`src/rtl/iob_fifo_sync_wr_arb.sv`:
```
// Round-robin write arbiter sharing one sync FIFO write port among NUM_REQ producers.
// A grant is held for a whole packet, or for MAX_BURST beats when MAX_BURST is non-zero.
module iob_fifo_sync_wr_arb #(
  parameter int NUM_REQ   = 4,
  parameter int DATA_W    = 32,
  parameter int MAX_BURST = 0,
  parameter int ID_W      = $clog2(NUM_REQ)
) (
  input  logic                        ap_clk,
  input  logic                        ap_rst_n,
  input  logic [NUM_REQ-1:0]          req_valid,
  input  logic [NUM_REQ*DATA_W-1:0]   req_data,
  input  logic [NUM_REQ-1:0]          req_last,
  output logic [NUM_REQ-1:0]          req_ready,
  output logic                        fifo_w_en,
  output logic [DATA_W-1:0]           fifo_w_data,
  input  logic                        fifo_w_full,
  output logic                        grant_valid,
  output logic [ID_W-1:0]             grant_id
);

  localparam int BC_W = (MAX_BURST == 0) ? 1 : $clog2(MAX_BURST + 1);
  localparam logic [BC_W-1:0] BURST_LAST = (MAX_BURST == 0) ? '0 : BC_W'(MAX_BURST - 1);

  typedef enum logic {IDLE, GRANT} state_e;

  state_e            state_q, state_d;
  logic [ID_W-1:0]   rr_ptr_q, rr_ptr_d;
  logic [ID_W-1:0]   grant_id_q, grant_id_d;
  logic [BC_W-1:0]   beat_cnt_q, beat_cnt_d;

  logic [NUM_REQ-1:0]             sel;
  logic [NUM_REQ-1:0][DATA_W-1:0] lane_data;
  logic [DATA_W-1:0]              mux_data;
  logic                           own_valid, own_last, xfer, release_now;
  logic                           pick_vld;
  logic [ID_W-1:0]                pick_id;
  logic [ID_W:0]                  cand;

  // One-hot owner select; all zero while idle so nothing leaks to the FIFO.
  for (genvar i = 0; i < NUM_REQ; i++) begin : g_lane
    assign sel[i]       = (state_q == GRANT) && (grant_id_q == ID_W'(i));
    assign lane_data[i] = sel[i] ? req_data[i*DATA_W +: DATA_W] : '0;
  end

  always_comb begin
    mux_data = '0;
    for (int i = 0; i < NUM_REQ; i++) mux_data = mux_data | lane_data[i];
  end

  assign own_valid   = |(req_valid & sel);
  assign own_last    = |(req_last & sel);
  assign xfer        = own_valid & ~fifo_w_full;
  assign release_now = xfer & (own_last | ((MAX_BURST != 0) && (beat_cnt_q == BURST_LAST)));

  assign req_ready   = sel & {NUM_REQ{xfer}};
  assign fifo_w_en   = xfer;
  assign fifo_w_data = mux_data;
  assign grant_valid = (state_q == GRANT);
  assign grant_id    = grant_id_q;

  // Walk from farthest to nearest after rr_ptr so the nearest valid requester wins.
  always_comb begin
    pick_vld = 1'b0;
    pick_id  = '0;
    cand     = '0;
    for (int k = NUM_REQ; k >= 1; k--) begin
      cand = {1'b0, rr_ptr_q} + (ID_W+1)'(k);
      if (cand >= (ID_W+1)'(NUM_REQ)) cand = cand - (ID_W+1)'(NUM_REQ);
      if (req_valid[cand[ID_W-1:0]]) begin
        pick_vld = 1'b1;
        pick_id  = cand[ID_W-1:0];
      end
    end
  end

  always_comb begin
    state_d    = state_q;
    rr_ptr_d   = rr_ptr_q;
    grant_id_d = grant_id_q;
    beat_cnt_d = beat_cnt_q;
    case (state_q)
      IDLE: begin
        if (pick_vld) begin
          state_d    = GRANT;
          grant_id_d = pick_id;
        end
      end
      GRANT: begin
        if (release_now) begin
          state_d    = IDLE;
          rr_ptr_d   = grant_id_q;
          beat_cnt_d = '0;
        end else if (xfer) begin
          beat_cnt_d = beat_cnt_q + 1'b1;
        end
      end
      default: state_d = IDLE;
    endcase
  end

  always_ff @(posedge ap_clk or negedge ap_rst_n) begin
    if (!ap_rst_n) begin
      state_q    <= IDLE;
      rr_ptr_q   <= ID_W'(NUM_REQ - 1);
      grant_id_q <= '0;
      beat_cnt_q <= '0;
    end else begin
      state_q    <= state_d;
      rr_ptr_q   <= rr_ptr_d;
      grant_id_q <= grant_id_d;
      beat_cnt_q <= beat_cnt_d;
    end
  end

endmodule

```
`config.mk`:
```
export PLATFORM = sky130hd
export DESIGN_NAME = iob_fifo_sync_wr_arb
export DESIGN_NICKNAME = d
export VERILOG_FILES = /design/src/rtl/iob_fifo_sync_wr_arb.sv
export SDC_FILE = /design/constraint.sdc
export NUM_CORES = 1
export LEC_CHECK = 0
export ABC_AREA = 1
export CORE_MARGIN = 3
export CORE_UTILIZATION = 26
export CTS_CLUSTER_SIZE = 14
export DETAILED_ROUTE_END_ITERATION = 8
export GPL_ROUTABILITY_DRIVEN = 0
export PLACE_DENSITY_LB_ADDON = 0.3
export SLEW_MARGIN = 5
export SYNTH_ARGS = -nofsm -noshare
export SYNTH_HDL_FRONTEND = slang
export SYNTH_SLANG_ARGS = --single-unit
```
`constraint.sdc`:
```
create_clock -name ap_clk -period 2 [get_ports ap_clk]
set_input_delay 0.2 -clock ap_clk [delete_from_list [all_inputs] [get_ports ap_clk]]
set_output_delay 0.2 -clock ap_clk [all_outputs]
set_load 0.005 [all_outputs]
```
==> results of run 1 <==
-- through the flow --
| stage | total power [mW] | instance area (um2) | cells | TNS (ps) | util |
|---|---|---|---|---|---|
| after floorplan | 1.56 | 1230 | 249 | 0 | - |
| after global placement | 3.36 | 3150 | 475 | 0 | 0.709 |
| after detailed placement | 3.38 | 3150 | 475 | -0.640 | 0.709 |
| after CTS | 3.66 | 3240 | 482 | -2190 | 0.730 |
| after global routing | 4.26 | 3550 | 492 | 0 | 0.799 |
| final | 3.96 | 3550 | 492 | 0 | 0.799 |
-- flip-flops by register name, summed over array words and instances, names as in the netlist --
signal,flops
grant_id,2
grant_valid,1
rr_ptr_q,2
-- how the worst max path moves through the flow --
stage            startpoint              end  cells past startpoint  slack [ps]
2_1_floorplan   rr_ptr_q[0]      grant_id[0]                     12         670
3_3_place_gp   req_valid[3]     req_ready[1]                      8          40
3_5_place_dp   req_valid[1]     req_ready[3]                      8        -0.6
4_1_cts         grant_id[0]     req_ready[3]                      8        -110
5_1_grt         grant_id[1]  fifo_w_data[30]                      7          90
6_report        grant_id[1]     req_ready[0]                      8         190
-- power by group through the flow --
| stage | registers (mW) | clock network (mW) | logic (mW) |
|---|---|---|---|
| after floorplan | 0.209 | 0 | 1.35 |
| after global placement | 0.227 | 0 | 3.13 |
| after detailed placement | 0.232 | 0 | 3.15 |
| after CTS | 0.240 | 0.192 | 3.23 |
| after global routing | 0.286 | 0.205 | 3.77 |
| final | 0.277 | 0.190 | 3.50 |
-- cells in the final DEF, fill, tap and decap left out --
| cell type | netlist | routed |
|---|---|---|
| nand3_4 | 0 | 4 |
| inv_2 | 4 | 2 |
| clkdlybuf4s50_1 | 0 | 141 |
| clkbuf_1 | 0 | 1 |
| o22ai_1 | 2 | 1 |
| buf_8 | 0 | 1 |
| dlymetal6s2s_1 | 0 | 37 |
| inv_4 | 0 | 5 |
| nand2_2 | 1 | 1 |
| o22ai_2 | 0 | 1 |
| dfrtp_2 | 0 | 3 |
| clkbuf_16 | 0 | 4 |
| clkbuf_8 | 0 | 3 |
| inv_1 | 14 | 10 |
| buf_4 | 1 | 9 |
| a22oi_2 | 1 | 1 |
| a22oi_1 | 16 | 16 |
| nand4_1 | 17 | 17 |
| buf_12 | 0 | 6 |
| dfstp_2 | 2 | 2 |
| nand2_1 | 136 | 136 |
| nor2_4 | 1 | 1 |
| o21ai_0 | 1 | 1 |
| a21oi_1 | 2 | 2 |
| nand3_1 | 29 | 25 |
| inv_8 | 0 | 1 |
| buf_6 | 0 | 2 |
| nor2_1 | 7 | 7 |
-- what timing repair did --
action / CTS / global route
gates cloned: 0 / 5
setup endpoints to repair: 37 / 37
resized for setup: 7 / 57
buffers inserted: 3 / 5
pin swaps: 1 / 2
-- layout make-up --
type	instances	area, um2
clock buffer	4	45.0
fill	304	893
inverter	18	87.6
multi-input combinational	213	1020
sequential	5	131
tap	52	65.1
timing repair buffer	200	2200
-- worst reg2reg max path, cell delays in order (launching register included) --
cell     delay (ps)
dfrtp_2         440
inv_4           100
nand3_4          90
buf_6           150
inv_8            80
buf_8           130
buf_4           110
nand2_1          70
nand3_1         160
nand2_2         100
nand2_1          60
nand2_1          50
-- logic make-up (layout without fill, tap and decap cells) --
logic type / Yosys count / after routing
simple gates: 191 / 191
compound gates: 22 / 22
flops: 5 / 5
buf+inv: 31 / 222
-- metal layers --
layer / global-route usage / part of all wire
met2: 0.432 / 0.54
met5: 0 / 0
met1: 0.250 / 0.36
met3: 0.0454 / 0.075
met4: 0.0455 / 0.027
==> impl_results.md, run 1 <==
- Status: complete, no violations
- Largest family of logic cells by synthesized area: simple AND/OR/NAND/NOR gates
- Most instantiated library cell after synthesis: nand2_1
- Critical Path End Type: output port
- Arr. time, crit path: 1610 ps
- Initial antenna violation count: 0
- Synth Flop Type: dfrtp_1
- Antenna Cells: 0
- Routed WL: a little over 8000 um
- Pint: between 2 and 2.5 mW
- Std-Cell Rows: 24
- Peak VDD IR: around 0.0009 V
- Post-synthesis cell area: ~1200 um2
- Post-synthesis adder-cell area fraction: 0
- Fmax: ~550 MHz
- Slew margin rel.: 0.773
- Clk sinks: 5
- Pre-antenna DRT Iters: 4
- Setup Crit Path Kind: reg -> out
- Power per cell area: ~1100 nW/um2
- Layout cells sized above 1: 0.105
- Gr usage total: 0.223
- Die Wd: approximately 75 um
- PortBufs: 178
- Clock power share: 0.048
- Worst path max stage delay: between 400 and 500 ps
- Synth area leaders: nand2_1, nand3_1, a22oi_1
- Worst R2R Start: grant_id[1]
- Post-Synth Simple-Gate Area: 0.656
- GR Overflow Total: 0
- Flop-to-flop setup slack: ~340 ps
- CP cell instances: inv_4, nand3_4, o22ai_2, nor2_1, nor2_4, inv_2, nor2_1, dlymetal6s2s_1
- Sequential power share: 0.070
- TritonCTS clock tree: yes
- Crit path launch type: register
- I/O Pins: between 150 and 200
- Final ANT Viol Nets: 0
- FF-to-FF path depth: 11
- Synth warn: 0
- # setup viols final: 0
- CP max FO: 5
- Post-Route Skew: around 1.4 ps
- Clk Latency, worst-skew pair: ~220 ps
- Synth Area in Compound Gates: 0.130
- Clock buffer depth: 2
- Post-DP HPWL: between 5000 and 6000 um
- Hold-fix buffers, CTS: 0
- Worst endpoint required time: 1800 ps
- Post-synth EDFFs: 0
- Wire per inst: around 17 um
- Worst setup margin: between 150 and 200 ps
- Nets: between 500 and 600
- Vias per cell: about 5.0
- # DRC: 0
- XOR/XNOR share of the synthesized area: 0
- Final Hold Viols: 0
- Total CTS buffers: 3
- Async S/R FF share, synth: 1.00
- Drt initial violations: around 110
- RSZ-0062 raised after global routing: false
- Seq/Total Area, Yosys: 0.104
- CTS root buffer: clkbuf_8
- Number of global-route vias before repair: 2102
- Post-synth top area share: 0.415
- Pleak: just under 2 nW
- Reg-to-Reg End: grant_valid
- Top cell by count, worst path: nor2_1
- Top cells by count, synth: nand2_1, nand3_1, nand4_1
- Logic pwr share: 0.882
- Register bit count reported by yosys: 5
- Area Growth Syn to Fin: 189%
- Cells after synthesis: ~250
- Synth cell types: 17
- Max Slew Vio Count: 0
- MaxCap Viol Count: 0
- Core area: between 4000 and 5000 um2
- Hold slack: just over 200 ps
- Total number of vias: roughly 2500
- First-pass GRT wire length: around 10000 um
- Synth Net Count: just under 400
- Syn Area/Cell: slightly below 5 um2
- Net Switching: approximately 1.7 mW
- Tmin final: between 1500 and 2000 ps
- Die area: 5590 um2
- Crit path buf inv count: 3
- CP max-delay cell: dfrtp_2
- Crit path max-delay family: simple AND/OR/NAND/NOR gates
- Mux contribution to synthesized area: 0
- Worst min path class: in -> async
- H-tree levels: 1
- Largest net degree at the start of global routing: 34
- Initial Utilization: 0.276
- Sw Ratio: 0.432
- Die height: ~75 um
- Period utilization: 0.907
- Clock-pin slew on the worst setup and hold paths: 40 ps
- Slew @ Worst Pin: between 300 and 400 ps
- Post-Place Worst Slack: -0.640 ps
- Yosys top cell by area: nand2_1
(Power assumes the default switching activity.)
==> inputs of run 2 (changes only) <==
--- a/config.mk
+++ b/config.mk
@@ -8,6 +8,7 @@
 export ABC_AREA = 1
 export CORE_MARGIN = 3
 export CORE_UTILIZATION = 26
+export CTS_CLUSTER_DIAMETER = 100
 export CTS_CLUSTER_SIZE = 14
 export DETAILED_ROUTE_END_ITERATION = 8
 export GPL_ROUTABILITY_DRIVEN = 0
==> results of run 2 <==
No change in the layout: final DEF, timing and power equal those of run 1.
